[config.mk]
export PLATFORM = sky130hd
export DESIGN_NAME = ifu_fetch
export DESIGN_NICKNAME = d
export VERILOG_FILES = /design/src/rtl/ifu_fetch.sv
export SDC_FILE = /design/constraint.sdc
export NUM_CORES = 1
export LEC_CHECK = 0
export ABC_AREA = 0
export BUFFER_PORTS_ARGS = -buffer_cell sky130_fd_sc_hd__buf_2
export CAP_MARGIN = 40
export CORE_MARGIN = 3
export CORE_UTILIZATION = 51
export DETAILED_ROUTE_END_ITERATION = 7
export PLACE_DENSITY = 0.8
export SYNTH_ARGS = -nofsm -noshare
export SYNTH_HDL_FRONTEND = slang
export SYNTH_SLANG_ARGS = --single-unit
[constraint.sdc]
create_clock -name clk -period 2.5 [get_ports clk]
set_input_delay 0 -clock clk [delete_from_list [all_inputs] [get_ports clk]]
set_output_delay 0 -clock clk [all_outputs]
set_load 0.02 [all_outputs]
[src/rtl/ifu_fetch.sv]
// Instruction fetch unit: holds the PC, issues one imem request per retired instruction,
// and hands each fetched word to decode over a valid/ready handshake; parks on halt.
module ifu_fetch #(
    parameter int unsigned XLEN     = 32,
    parameter logic [XLEN-1:0] RESET_PC = 32'h8000_0000
) (
    input  logic            clk,
    input  logic            rst,
    output logic            imem_req_valid,
    input  logic            imem_req_ready,
    output logic [XLEN-1:0] imem_req_addr,
    input  logic            imem_resp_valid,
    input  logic [31:0]     imem_resp_data,
    input  logic            imem_resp_err,
    output logic            inst_valid,
    input  logic            inst_ready,
    output logic [31:0]     inst,
    output logic [XLEN-1:0] inst_pc,
    output logic            fetch_err,
    input  logic            next_pc_valid,
    input  logic [XLEN-1:0] next_pc,
    input  logic            halt,
    output logic            halted,
    output logic [31:0]     fetch_cnt
);

    localparam logic [2:0] StReq  = 3'd0;
    localparam logic [2:0] StWait = 3'd1;
    localparam logic [2:0] StHold = 3'd2;
    localparam logic [2:0] StExec = 3'd3;
    localparam logic [2:0] StHalt = 3'd4;

    logic [2:0]      state_q, state_d;
    logic [XLEN-1:0] pc_q, pc_d;
    logic [31:0]     inst_q, inst_d;
    logic [XLEN-1:0] inst_pc_q, inst_pc_d;
    logic            err_q, err_d;
    logic [31:0]     cnt_q, cnt_d;

    always_comb begin
        state_d   = state_q;
        pc_d      = pc_q;
        inst_d    = inst_q;
        inst_pc_d = inst_pc_q;
        err_d     = err_q;
        cnt_d     = cnt_q;
        case (state_q)
            StReq: begin
                if (imem_req_ready) state_d = StWait;
            end
            StWait: begin
                if (imem_resp_valid) begin
                    inst_d    = imem_resp_data;
                    err_d     = imem_resp_err;
                    inst_pc_d = pc_q;
                    state_d   = StHold;
                end
            end
            StHold: begin
                if (inst_ready) begin
                    cnt_d   = cnt_q + 32'd1;
                    state_d = StExec;
                end
            end
            StExec: begin
                // halt wins over a next PC offered in the same cycle
                if (halt) begin
                    state_d = StHalt;
                end else if (next_pc_valid) begin
                    pc_d = next_pc;
                    if (next_pc[1:0] == 2'b00) begin
                        state_d = StReq;
                    end else begin
                        // misaligned target: report it to decode without touching the bus
                        inst_d    = 32'h0;
                        inst_pc_d = next_pc;
                        err_d     = 1'b1;
                        state_d   = StHold;
                    end
                end
            end
            StHalt: begin
                state_d = StHalt;
            end
            default: begin
                state_d = StReq;
            end
        endcase
    end

    always_ff @(posedge clk) begin
        if (rst) begin
            state_q   <= StReq;
            pc_q      <= RESET_PC;
            inst_q    <= 32'h0;
            inst_pc_q <= RESET_PC;
            err_q     <= 1'b0;
            cnt_q     <= 32'h0;
        end else begin
            state_q   <= state_d;
            pc_q      <= pc_d;
            inst_q    <= inst_d;
            inst_pc_q <= inst_pc_d;
            err_q     <= err_d;
            cnt_q     <= cnt_d;
        end
    end

    // Outputs are forced to their reset values while rst is high, even before the first edge.
    assign imem_req_valid = ~rst & (state_q == StReq);
    assign imem_req_addr  = rst ? RESET_PC : pc_q;
    assign inst_valid     = ~rst & (state_q == StHold);
    assign inst           = rst ? 32'h0 : inst_q;
    assign inst_pc        = rst ? RESET_PC : inst_pc_q;
    assign fetch_err      = ~rst & err_q;
    assign halted         = ~rst & (state_q == StHalt);
    assign fetch_cnt      = rst ? 32'h0 : cnt_q;

endmodule
-- Yosys cells after proc, flatten, opt, wreduce, memory -nomap -nowiden
Index checks and enable logic that the tools add are counted.
- register bits: 132
- bits of input ports: 72
- output and inout port bits: 132
- word-level logic and storage cells: 57
- $add $sub $neg: 1
- equality and inequality tests: 11
- multiplexer cells: 26
- bitwise operators: 6
- reductions and logical operators: 7
- operators with widths (cell ; number):
    2-to-1 mux 32 bit ; 12
    one-hot mux 32 bit (2 select lines) ; 2
    adder 32 x 1 -> 32 bit (second input constant) ; 1
    2-to-1 mux 3 bit ; 5
    one-hot mux 3 bit (5 select lines) ; 1
    != test 2 bit (second input constant) ; 6
    == test 3 x 2 -> 1 bit (second input constant) ; 2
    AND reduction 5 bit ; 1
    bitwise AND 1 bit ; 4
    2-to-1 mux 1 bit ; 4
    AND reduction 4 bit ; 1
    == test 3 x 1 -> 1 bit (second input constant) ; 1
    == test 3 bit (second input constant) ; 1
    logical NOT 3 bit ; 1
    != test 3 bit (second input constant) ; 1
    AND reduction 3 bit ; 1
    logical NOT 2 bit ; 1
    2-to-1 mux 2 bit ; 1
    inverter 1 bit ; 2
    one-hot mux 1 bit (2 select lines) ; 1
    AND reduction 2 bit ; 1
    nonzero test 2 bit ; 1

-- Depth between registers and ports, before layout
- depth after elaboration: 5
- mapped depth: 7
- gate-level depth less buffers: 5

-- Least setup slack after synthesis
OpenSTA, ideal clock, no wires.
- path kind: register to register
- start point: reg cnt_q[10]
- end point: reg cnt_q[27]
- data arrival time: 1.710 ns
- slack: 0.666 ns
- stages on the path, launching flop included: 6
- clock period less this slack: 1.834 ns
- cell sequence: dfxtp_1 nand4_1 or4_1 buf_2 nor4_1 mux2_1
- word-level cells in the longest chain between the ends: 1
- RTL lines (item ; RTL line ; RTL):
    start: declaration ; 38 ; logic [31:0] cnt_q, cnt_d;
    start signal: assignment ; 105 ; cnt_q <= cnt_d;
    adder 32 x 1 -> 32 bit ; 61 ; cnt_d = cnt_q + 32'd1;
No other way between the ends.
A chain may end at the register's enable or synchronous reset.

-- Worst setup path after layout
- start point: reg state_q[1]
- end point: reg cnt_q[19]
- word-level cells in the longest chain between the ends: 2
- RTL lines (item ; RTL line ; RTL):
    start: declaration ; 33 ; logic [2:0] state_q, state_d;
    start signal: assignment ; 93 ; state_q <= StReq;
    start signal: assignment ; 100 ; state_q <= state_d;
    == test 3 x 2 -> 1 bit ; 47 ; case (state_q)
    AND reduction 2 bit (no line) ; - ;
No other way between the ends.

==> metrics.txt <==
CTS-repair resized insts=0; clock power share=42.6%; final period utilization=85.2%; post-synthesis sequential area ratio=42.3%; Area Growth Syn to Fin=37.1%; routed len/inst=14.9 um; Post-Syn Area=6250 um2; Clk Latency, worst-skew pair=0.41 ns; Num CTS Buffers=17; Vias/cell=5.43; hold_ws=roughly 0.036 ns; maximum clock frequency=469 MHz; reg2reg path depth=4; RSZ-0062 raised after global routing=no; Die W=117 um; Final Non-Filler Cells=1209; global route overflow=0; synthesized area per cell=around 7.6 um2; Worst Path Required=approximately 2.8 ns; Core Region=11700 um2; leakage power=~3.6 nW; Unique masters post-synth=42; DR pass1 iterations=5; Synth Instances=819; antenna violations before repair=0; Post-Route Setup TNS=0 ns; area of placed instances=7370 um2; Reg-to-Reg End=cnt_q[19]; Seq pwr share=43.1%; Crit Reg-Reg Startpoint=state_q[1]; synth warn=0; placed cells=1111; # fillers=904; vias in the first global route=6127; status=finished clean; HPWL Detailed=about 11000 um; Worst VDD drop=792 uV; relative slew slack=about 58%; # DRC=0; Slew @ Worst Pin=0.637 ns; WHS Path Cells=4; IO buf count=about 200; drt total wl=18000 um; CTS tree=built; most common cell after layout, fill and taps aside=buf_2; # hold bufs at CTS=67; startpoint types=register; largest fanout on the critical path=12; Top Ports=roughly 200; Placement Setup Slack=0.407 ns; multi-input logic area=3340 um2; final worst slack=0.370 ns; max-cap viol count=0; WS Path Type=register to register; Critical Path AT=2.42 ns; Worst Setup EP=cnt_q[19]; Sw Share=about a quarter; internal power=approximately 3.9 mW; Synth Net Count=approximately 900; Hold Crit Class=primary input to register; worst reg-to-reg setup slack=~0.37 ns; commonest cells after routing, fill and taps aside=buf_2, nand2_1, dfxtp_1; buffer type at the clock tree root=clkbuf_16; Clk pin slew, worst setup/hold paths=0.05 ns; Async SR Flop Fraction=0%; Post-synth EDFFs=0; via count=6564; final setup skew=roughly 0.011 ns; Storage cell area=2640 um2; Die Ht=117 um; Max Root-Sink Buffers=2; Net count, final=~1100; layout cells sized above 1=approximately 24%; critical path endpoint category=register; Iter 0 DRT Violations=~460; max-slew violations=0; P per Cell Area=611 nW/um2; GR Util All Layers=26.1%; Worst Setup SP=state_q[1]; # setup viols final=0; Fin. Hold Viols=0; global-route wire length before repair=~29000 um; Die ar.=~14000 um2; minimum clock period after layout=2.13 ns; Psw=1.33 mW; largest net degree at the start of global routing=approximately 140; post-synthesis register bit count=132; GP Congestion=0.806; fin area=8570 um2; Primary FF master, synth=dfxtp_1; H-tree levels=4; setup bufs post-CTS=0; Total Power=5.24 mW; Initial Utilization=53.4%; num rows=39; Final ANT Viol Nets=0; final core utilization=73.2%; Clock Sinks=132; Combinational Power Share=14.3%
[logic make-up after synthesis]
family          Yosys count  synth area share (%)
buf+inv                  74                  4.72
fa+ha+maj                 1                 0.200
compound gates          118                  11.8
xor+xnor                  9                  1.26
simple gates            467                  36.6
flops                   132                  42.3
mux                      18                  3.20
[layer usage]
| metal | share of wire (%) | vias to the layer above | wire (um) | GRT usage (%) |
|---|---|---|---|---|
| met5 | 0 | - | 0 | 0 |
| met2 | 48 | 283 | 8600 | 43.0 |
| met4 | 3.2 | 0 | 578 | 11.7 |
| li1 | - | 3212 | - | - |
| met3 | 7.8 | 56 | 1400 | 8.19 |
| met1 | 41 | 3013 | 7430 | 31.3 |
[critical path: stages (launching register included)]
cell	delay [ns]
dfxtp_1	0.56
and4bb_2	0.33
nand4_1	0.41
nor3_1	0.37
mux2_2	0.36
[power by group through the flow]
stage          Clock [mW]  Sequential, mW  Combinational, mW
6_report             2.23            2.26              0.747
3_3_place_gp            0            2.30              0.634
3_5_place_dp            0            2.30              0.647
5_1_grt              2.37            2.27              0.814
4_1_cts              2.27            2.26              0.732
2_1_floorplan           0            2.28              0.442
[flip-flops by register name, summed over array words and instances, names as in the netlist]
| signal | flops |
|---|---|
| inst_q | 32 |
| cnt_q | 32 |
| inst_pc_q | 32 |
| pc_q | 32 |
| state_q | 3 |
| err_q | 1 |
[cell type report]
cell class	instances	share of cell area, %
antenna	1	0.0292
clock buffer	26	5.94
clock inverter	4	0.263
inverter	5	0.219
multi-input combinational	613	39.0
sequential	132	30.8
tap	143	2.09
timing repair buffer	285	21.6
[how the worst min path moves through the flow]
stage,from,end
finish,imem_req_ready,state_q[1]
global route,imem_resp_valid,state_q[0]
CTS,imem_req_ready,state_q[1]
detailed placement,next_pc[24],pc_q[24]
global placement,next_pc[18],pc_q[18]
floorplan,next_pc[31],pc_q[31]
[cell usage after synthesis, drive strengths merged, types with 2 or more instances]
| cell | instances | area [um2] |
|---|---|---|
| and2 | 5 | 31.3 |
| a311oi | 31 | 272 |
| nor4 | 9 | 56.3 |
| nor2 | 68 | 255 |
| nor2b | 123 | 769 |
| o21bai | 2 | 15.0 |
| and4 | 3 | 26.3 |
| or2 | 3 | 18.8 |
| xnor2 | 2 | 17.5 |
| mux2i | 2 | 20.0 |
| nand3b | 2 | 15.0 |
| and3 | 5 | 31.3 |
| nand2b | 2 | 12.5 |
| nand2 | 173 | 649 |
| nand4 | 7 | 43.8 |
| o21ai | 6 | 30.0 |
| buf | 15 | 73.8 |
| mux2 | 16 | 180 |
| clkbuf | 54 | 203 |
| or3 | 6 | 37.5 |
| or4 | 3 | 22.5 |
| nand3 | 43 | 215 |
| a21oi | 72 | 360 |
| xor2 | 7 | 61.3 |
| inv | 5 | 18.8 |
| o31ai | 2 | 15.0 |
| dfxtp | 132 | 2640 |
| nor3 | 10 | 50.1 |
Note: power is estimated with default switching activity, not from simulation.
